**src/rtl/mem_arbiter.sv**
```systemverilog
// Two-requester arbiter for the single external memory port: I-cache refill vs D-cache.
// Holds the port for one owner across back-to-back words, up to MAX_BURST, then round-robins.
module mem_arbiter #(
  parameter int ADDR_WIDTH  = 32,
  parameter int DATA_WIDTH  = 32,
  parameter int MAX_BURST   = 16,
  parameter int BURST_WIDTH = 5
) (
  input  logic                    clk,
  input  logic                    rst,
  input  logic                    ic_req,
  input  logic [ADDR_WIDTH-1:0]   ic_addr,
  output logic                    ic_done,
  output logic [DATA_WIDTH-1:0]   ic_rdata,
  input  logic                    dc_req,
  input  logic                    dc_we,
  input  logic [ADDR_WIDTH-1:0]   dc_addr,
  input  logic [DATA_WIDTH-1:0]   dc_wdata,
  input  logic [DATA_WIDTH/8-1:0] dc_wmask,
  output logic                    dc_done,
  output logic [DATA_WIDTH-1:0]   dc_rdata,
  output logic                    mem_req,
  output logic                    mem_we,
  output logic [ADDR_WIDTH-1:0]   mem_addr,
  output logic [DATA_WIDTH-1:0]   mem_wdata,
  output logic [DATA_WIDTH/8-1:0] mem_wmask,
  input  logic                    mem_done,
  input  logic [DATA_WIDTH-1:0]   mem_rdata,
  output logic                    busy_owner
);

  localparam logic [BURST_WIDTH-1:0] BURST_MAX = BURST_WIDTH'(MAX_BURST);
  localparam logic [BURST_WIDTH-1:0] BURST_ONE = BURST_WIDTH'(1);

  typedef enum logic {ARB, BUSY} state_t;

  state_t                 state;
  logic                   last_grant;
  logic                   lock;
  logic                   aborted;
  logic [BURST_WIDTH-1:0] burst_cnt;

  logic                   any_req;
  logic                   locked_req;
  logic                   other_req;
  logic                   owner_req;
  logic                   grant_owner;
  logic [BURST_WIDTH-1:0] grant_cnt;

  function automatic logic [BURST_WIDTH-1:0] sat_inc(input logic [BURST_WIDTH-1:0] c);
    return (c < BURST_MAX) ? c + BURST_ONE : BURST_MAX;
  endfunction

  // Owner selection: the locked owner keeps the port until its burst budget is spent
  always_comb begin
    any_req     = ic_req | dc_req;
    locked_req  = lock & (last_grant ? dc_req : ic_req);
    other_req   = last_grant ? ic_req : dc_req;
    owner_req   = busy_owner ? dc_req : ic_req;
    grant_owner = 1'b0;
    grant_cnt   = BURST_ONE;
    if (locked_req) begin
      if (burst_cnt < BURST_MAX) begin
        grant_owner = last_grant;
        grant_cnt   = sat_inc(burst_cnt);
      end else if (other_req) begin
        grant_owner = ~last_grant;
      end else begin
        grant_owner = last_grant;
      end
    end else if (ic_req && dc_req) begin
      grant_owner = ~last_grant;
    end else begin
      grant_owner = dc_req;
    end
  end

  always_ff @(posedge clk) begin
    if (rst) begin
      state      <= ARB;
      mem_req    <= 1'b0;
      mem_we     <= 1'b0;
      mem_addr   <= '0;
      mem_wdata  <= '0;
      mem_wmask  <= '0;
      busy_owner <= 1'b0;
      ic_done    <= 1'b0;
      dc_done    <= 1'b0;
      ic_rdata   <= '0;
      dc_rdata   <= '0;
      last_grant <= 1'b1;
      lock       <= 1'b0;
      aborted    <= 1'b0;
      burst_cnt  <= '0;
    end else begin
      ic_done <= 1'b0;
      dc_done <= 1'b0;
      case (state)
        ARB: begin
          if (any_req) begin
            state      <= BUSY;
            mem_req    <= 1'b1;
            busy_owner <= grant_owner;
            last_grant <= grant_owner;
            lock       <= 1'b1;
            aborted    <= 1'b0;
            burst_cnt  <= grant_cnt;
            if (grant_owner) begin
              mem_we    <= dc_we;
              mem_addr  <= dc_addr;
              mem_wdata <= dc_wdata;
              mem_wmask <= dc_wmask;
            end else begin
              mem_we    <= 1'b0;
              mem_addr  <= ic_addr;
              mem_wdata <= '0;
              mem_wmask <= '0;
            end
          end
        end
        BUSY: begin
          // A requester that lets go mid-op has cancelled it; the op still drains
          if (!owner_req) aborted <= 1'b1;
          if (mem_done) begin
            state   <= ARB;
            mem_req <= 1'b0;
            if (aborted || !owner_req) begin
              lock <= 1'b0;
            end else if (busy_owner) begin
              dc_done  <= 1'b1;
              dc_rdata <= mem_rdata;
            end else begin
              ic_done  <= 1'b1;
              ic_rdata <= mem_rdata;
            end
          end
        end
        default: state <= ARB;
      endcase
    end
  end

endmodule

```
**config.mk**
```make
export PLATFORM = sky130hd
export DESIGN_NAME = mem_arbiter
export DESIGN_NICKNAME = d
export VERILOG_FILES = /design/src/rtl/mem_arbiter.sv
export SDC_FILE = /design/constraint.sdc
export NUM_CORES = 1
export LEC_CHECK = 0
export CAP_MARGIN = 25
export CORE_ASPECT_RATIO = 1.5
export CORE_MARGIN = 2
export CORE_UTILIZATION = 30
export CTS_BUF_LIST = sky130_fd_sc_hd__clkbuf_4
export DETAILED_ROUTE_END_ITERATION = 10
export MAX_ROUTING_LAYER = met4
export PLACE_DENSITY = 0.64
export SLEW_MARGIN = 30
export SYNTH_ARGS = -nofsm -noshare
export SYNTH_HDL_FRONTEND = slang
export SYNTH_SLANG_ARGS = --single-unit
export TNS_END_PERCENT = 100
```
**constraint.sdc**
```tcl
create_clock -name clk -period 1.52 [get_ports clk]
set_input_delay 0.456 -clock clk [delete_from_list [all_inputs] [get_ports clk]]
set_output_delay 0.456 -clock clk [all_outputs]
set_load 0.01 [all_outputs]
```
; ---- After elaboration in Yosys (flattened, before gate mapping)
; Cells that the tools add are included.
[word_totals]
regBits = 146
latchBits = 0
mem_bits_rw = 0
romBits = 0
inputBits = 138
out_inout_bits = 137
memories = 0
[op_classes]
add_sub_neg = 1
multipliers = 0
div = 0
magnitude_cmp = 1
n_eq_ne = 4
shifts = 0
n_mux = 27
bitwise = 7
n_reduce_logical = 10
[op_table]
columns = cell, n
row1 = two-way mux 32 bit, 2
row2 = two-way mux 1 bit, 18
row3 = two-way mux 5 bit, 2
row4 = one-hot mux 1 bit (2 select lines), 4
row5 = AND reduction 4 bit, 2
row6 = inequality test 2 bit (second input constant), 3
row7 = AND reduction 2 bit, 3
row8 = adder 5 x 1 -> 5 bit (second input constant), 1
row9 = < comparator 5 bit (second input constant), 1
row10 = inverter 1 bit, 5
row11 = two-way mux 4 bit, 1
row12 = OR reduction 4 bit, 1
row13 = AND reduction 3 bit, 1
row14 = inequality test 2 x 1 -> 1 bit (second input constant), 1
row15 = bitwise AND 1 bit, 1
row16 = logical AND 1 bit, 1
row17 = zero test 1 bit, 1
row18 = logical OR 1 bit, 1
row19 = bitwise OR 1 bit, 1

; ---- Depth between registers and ports, before layout
[depth]
depth_word = 6
depth_mapped = 7

; ---- Least setup slack after synthesis
; Ideal clock, no wire load.
[synth_timing]
path_type = input to register
startpoint = input mem_done
endpoint = register ic_rdata[0]
arrival_ns = 1.312
required_time_ns = 1.388
slack_ns = 0.076
stages = 6
n_path_buf = 2
path_cell_list = nand2_1 > or3_1 > clkbuf_1 > buf_2 > nand2_1 > a21oi_1
[synth_between]
elab_chain_len = 1
[synth_lines]
columns = item, line_no
row1 = start: declaration, 27  ; input logic mem_done,
row2 = AND reduction 4 bit (no source line), --
row3 = end signal: assignment, 134  ; ic_rdata <= mem_rdata;
row4 = end: declaration, 14  ; output logic [DATA_WIDTH-1:0] ic_rdata,
; No other way between the ends.
; A chain may end at the register's enable or synchronous reset.

; ---- Final worst setup path
[layout_timing]
startpoint = register busy_owner
endpoint = register ic_rdata[18]
[layout_between]
elab_chain_len = 5
[layout_lines]
columns = item, line_no
row1 = start: declaration, 29  ; output logic busy_owner
row2 = start signal: assignment, 103  ; busy_owner <= grant_owner;
row3 = two-way mux 1 bit, 59  ; owner_req = busy_owner ? dc_req : ic_req;
row4 = zero test 1 bit, 127  ; if (aborted || !owner_req) begin
row5 = logical OR 1 bit, 127
row6 = inverter 1 bit (no source line), --
row7 = AND reduction 4 bit (no source line) (*), --
; Every way passes the cells marked *; elsewhere a longest branch is shown, timed or not.

==> flow_summary.yaml <==
timing:
  maxSlewHeadroom_pct: 74.9
  rsz0062_at_grt: "true"
  finClkSkew_ps: 22.0
  worstMarginPinSlew_ps: 377
  worst_slack_ps: -5.63
  slew_violations: 0
  finalSetupViolCount: 2
  hold_violations: 0
  hold_ws_ps: 342
  period_share_pct: 100
  fmax_ghz: 0.655
  fin_crit_ps: 1530
clock_network:
  clock_latency_ps: 550
  clockRootBuffer: "clkbuf_4"
  numCtsBuffers: 17
  cts.path.max_buffers: 2
  cts_sinks: 146
  cts.reportedPaths.clkPinSlew_ps: 130
  hold_buffers: 0
  cts_tree: "yes"
  htreeDepth: 4
global_routing:
  grt-ovfl-total: 0
  grt_pass1_wl_um: 27300
  grt.total_usage_pct: 18.1
  grt_pass1_vias: 5515
  grt_max_degree: 70
  antenna_found_initial: 1
worst_setup_path:
  critPathMaxFanout: 8
  cp-end-kind: "register"
  worstPathRequired_ps: 2000
  worstSetupPathType: "reg2reg"
  start_kind: "register"
  r2r_slack_ps: -6
  cp.arrival_ps: 2000
run_status:
  violations: "setup timing"
  status: "finished with violations"
route:
  drt-total-wl_um: 19200
  wl_per_cell_um: 15.5
  ant_nets: 0
  via_count: 5807
  drc: 0
  drt-pass1-iter-count: 4
  avgViaCountPerCell: 4.67
  drtIter0Drc: 347
yosys:
  ys_seq_area_share_pct: 52.1
  synthTopCellsByArea: "dfxtp_1 52%, nand2_1 11%, a21oi_1 9.3%"
  syn-num-nets: 824
  netlist.area_leader.share_pct: 52.1
  yosysTopAreaCell: "dfxtp_1"
  synth_area_per_cell_sq_um: 8.19
  synth_warnings: 0
  syn_area_sq_mm: 0.00561
  synthCells: 685
  ys_types: 29
  ys_seq_elements: 146
place:
  post-place-cells: 1185
  portBuffers: 274
  postPlaceCellArea_sq_mm: 0.00878
  gp_congestion: 0.788
  dp.final_hpwl_um: 12400
power:
  ir_drop_v: 0.000541
  cellPowerDensity_mw_per_mm2: 847
  p_leak_nw: 3.95
  fin_total_pwr_mw: 8.41
die:
  ios: 275
  start_util_pct: 30.4
  core_region_area_sq_mm: 0.0185
  die_height_um: 171
  rows: 61
  design.die.area_sq_mm: 0.0198
  die_w_um: 116
final_layout:
  drive_above_1_share_pct: 41.9
  final_cell_mix: "144 x nand2_1, 137 x dfxtp_2, 137 x buf_6"
  finalNonFillerCells: 1243
  area_growth_pct: 77.0
  layout_commonest_cell: "nand2_1"
  fin_nets: 1116
  final_cell_area_sq_mm: 0.00993
flow_run:
  cap_violations: 0
hold_path:
  min_path_type: "in2reg"
worst max-delay path, stage by stage (launching register included):
cell,delay [ps]
dfxtp_4,380
buf_6,120
nand2b_4,140
buf_6,120
nor3_4,190
buf_6,140
clkbuf_16,180
nand2_2,70
a21oi_2,120
cell families (layout without fill, tap and decap cells):
logic type               count (synthesis)  in the layout  synth area share, %
AND/OR/NAND/NOR                        298            298                 25.1
AO/OA/AOI/OAI                          182            182                 18.1
flip-flops                             146            146                 52.1
buffers and inverters                   57            362                 4.35
adder cells (fa/ha/maj)                  1              1                0.223
multiplexers                             1              1                0.178
other                                    0              1                    0
worst paths after layout:
kind                                    from           end  cells after the start
worst min-delay path                  ic_req         state                      2
worst min register to register  ic_rdata[22]  ic_rdata[22]                      2
worst max register to register    busy_owner  ic_rdata[18]                      8
worst max-delay path              busy_owner  ic_rdata[18]                      8
cell type report:
type | count | area [sq um]
multi-input combinational | 482 | 2680
tap | 252 | 315
clock inverter | 15 | 156
sequential | 146 | 3100
timing repair buffer | 330 | 3550
fill | 1776 | 8540
clock buffer | 17 | 128
antenna | 1 | 2.50
routing by layer:
layer  global-route usage (%)  vias up  routed length [um]
li1                         -     2882                   -
met5                        -        -                   0
met2                     31.8      178               10400
met3                     4.02       23                 745
met4                     7.30        0                 501
met1                     19.5     2724                7550
cells in the mapped netlist (all sizes together):
master   instances
nand3b          38
or2              1
a211oi          33
nor2            40
mux2i            1
dfxtp          146
o21a             1
nand3            1
o31a             1
nor4             1
nand4bb          1
a22oi            1
o211a            1
nor2b            1
o211ai           1
a21oi          104
o21ai           40
nand2          167
nand4            1
clkbuf          33
nand2b          40
buf             24
nor3b            1
or3              2
ha               1
nor3             4
registers in the layout, indices dropped and copies added, names as in the netlist, 4 cells and up:
register / cells
dc_rdata: 32
ic_rdata: 32
burst_cnt: 5
mem_addr: 32
mem_wdata: 32
mem_wmask: 4
power breakdown:
part | switching [mW] | internal (mW)
sequential | 0.135 | 4.05
clock | 1.50 | 0.988
combinational | 0.757 | 0.988
total | 2.39 | 6.03
per-stage QoR:
stage               util (%)  setup TNS (ps)  setup WS (ps)
finish                  53.8           -10.4          -5.63
CTS                     50.1            -338          -52.5
global route            53.8           -3930          -70.1
detailed placement      47.5          -69500           -539
global placement        47.5          -65880           -513
floorplan                  -               0           75.5
repair_timing:
| action | CTS | global route |
|---|---|---|
| gates resized for setup | 816 | 101 |
| gates cloned | 0 | 7 |
| buffers inserted | 3 | 15 |
| setup endpoints to repair | 137 | 192 |
| pin swaps | 0 | 32 |
Note: power is estimated with default switching activity, not from simulation.
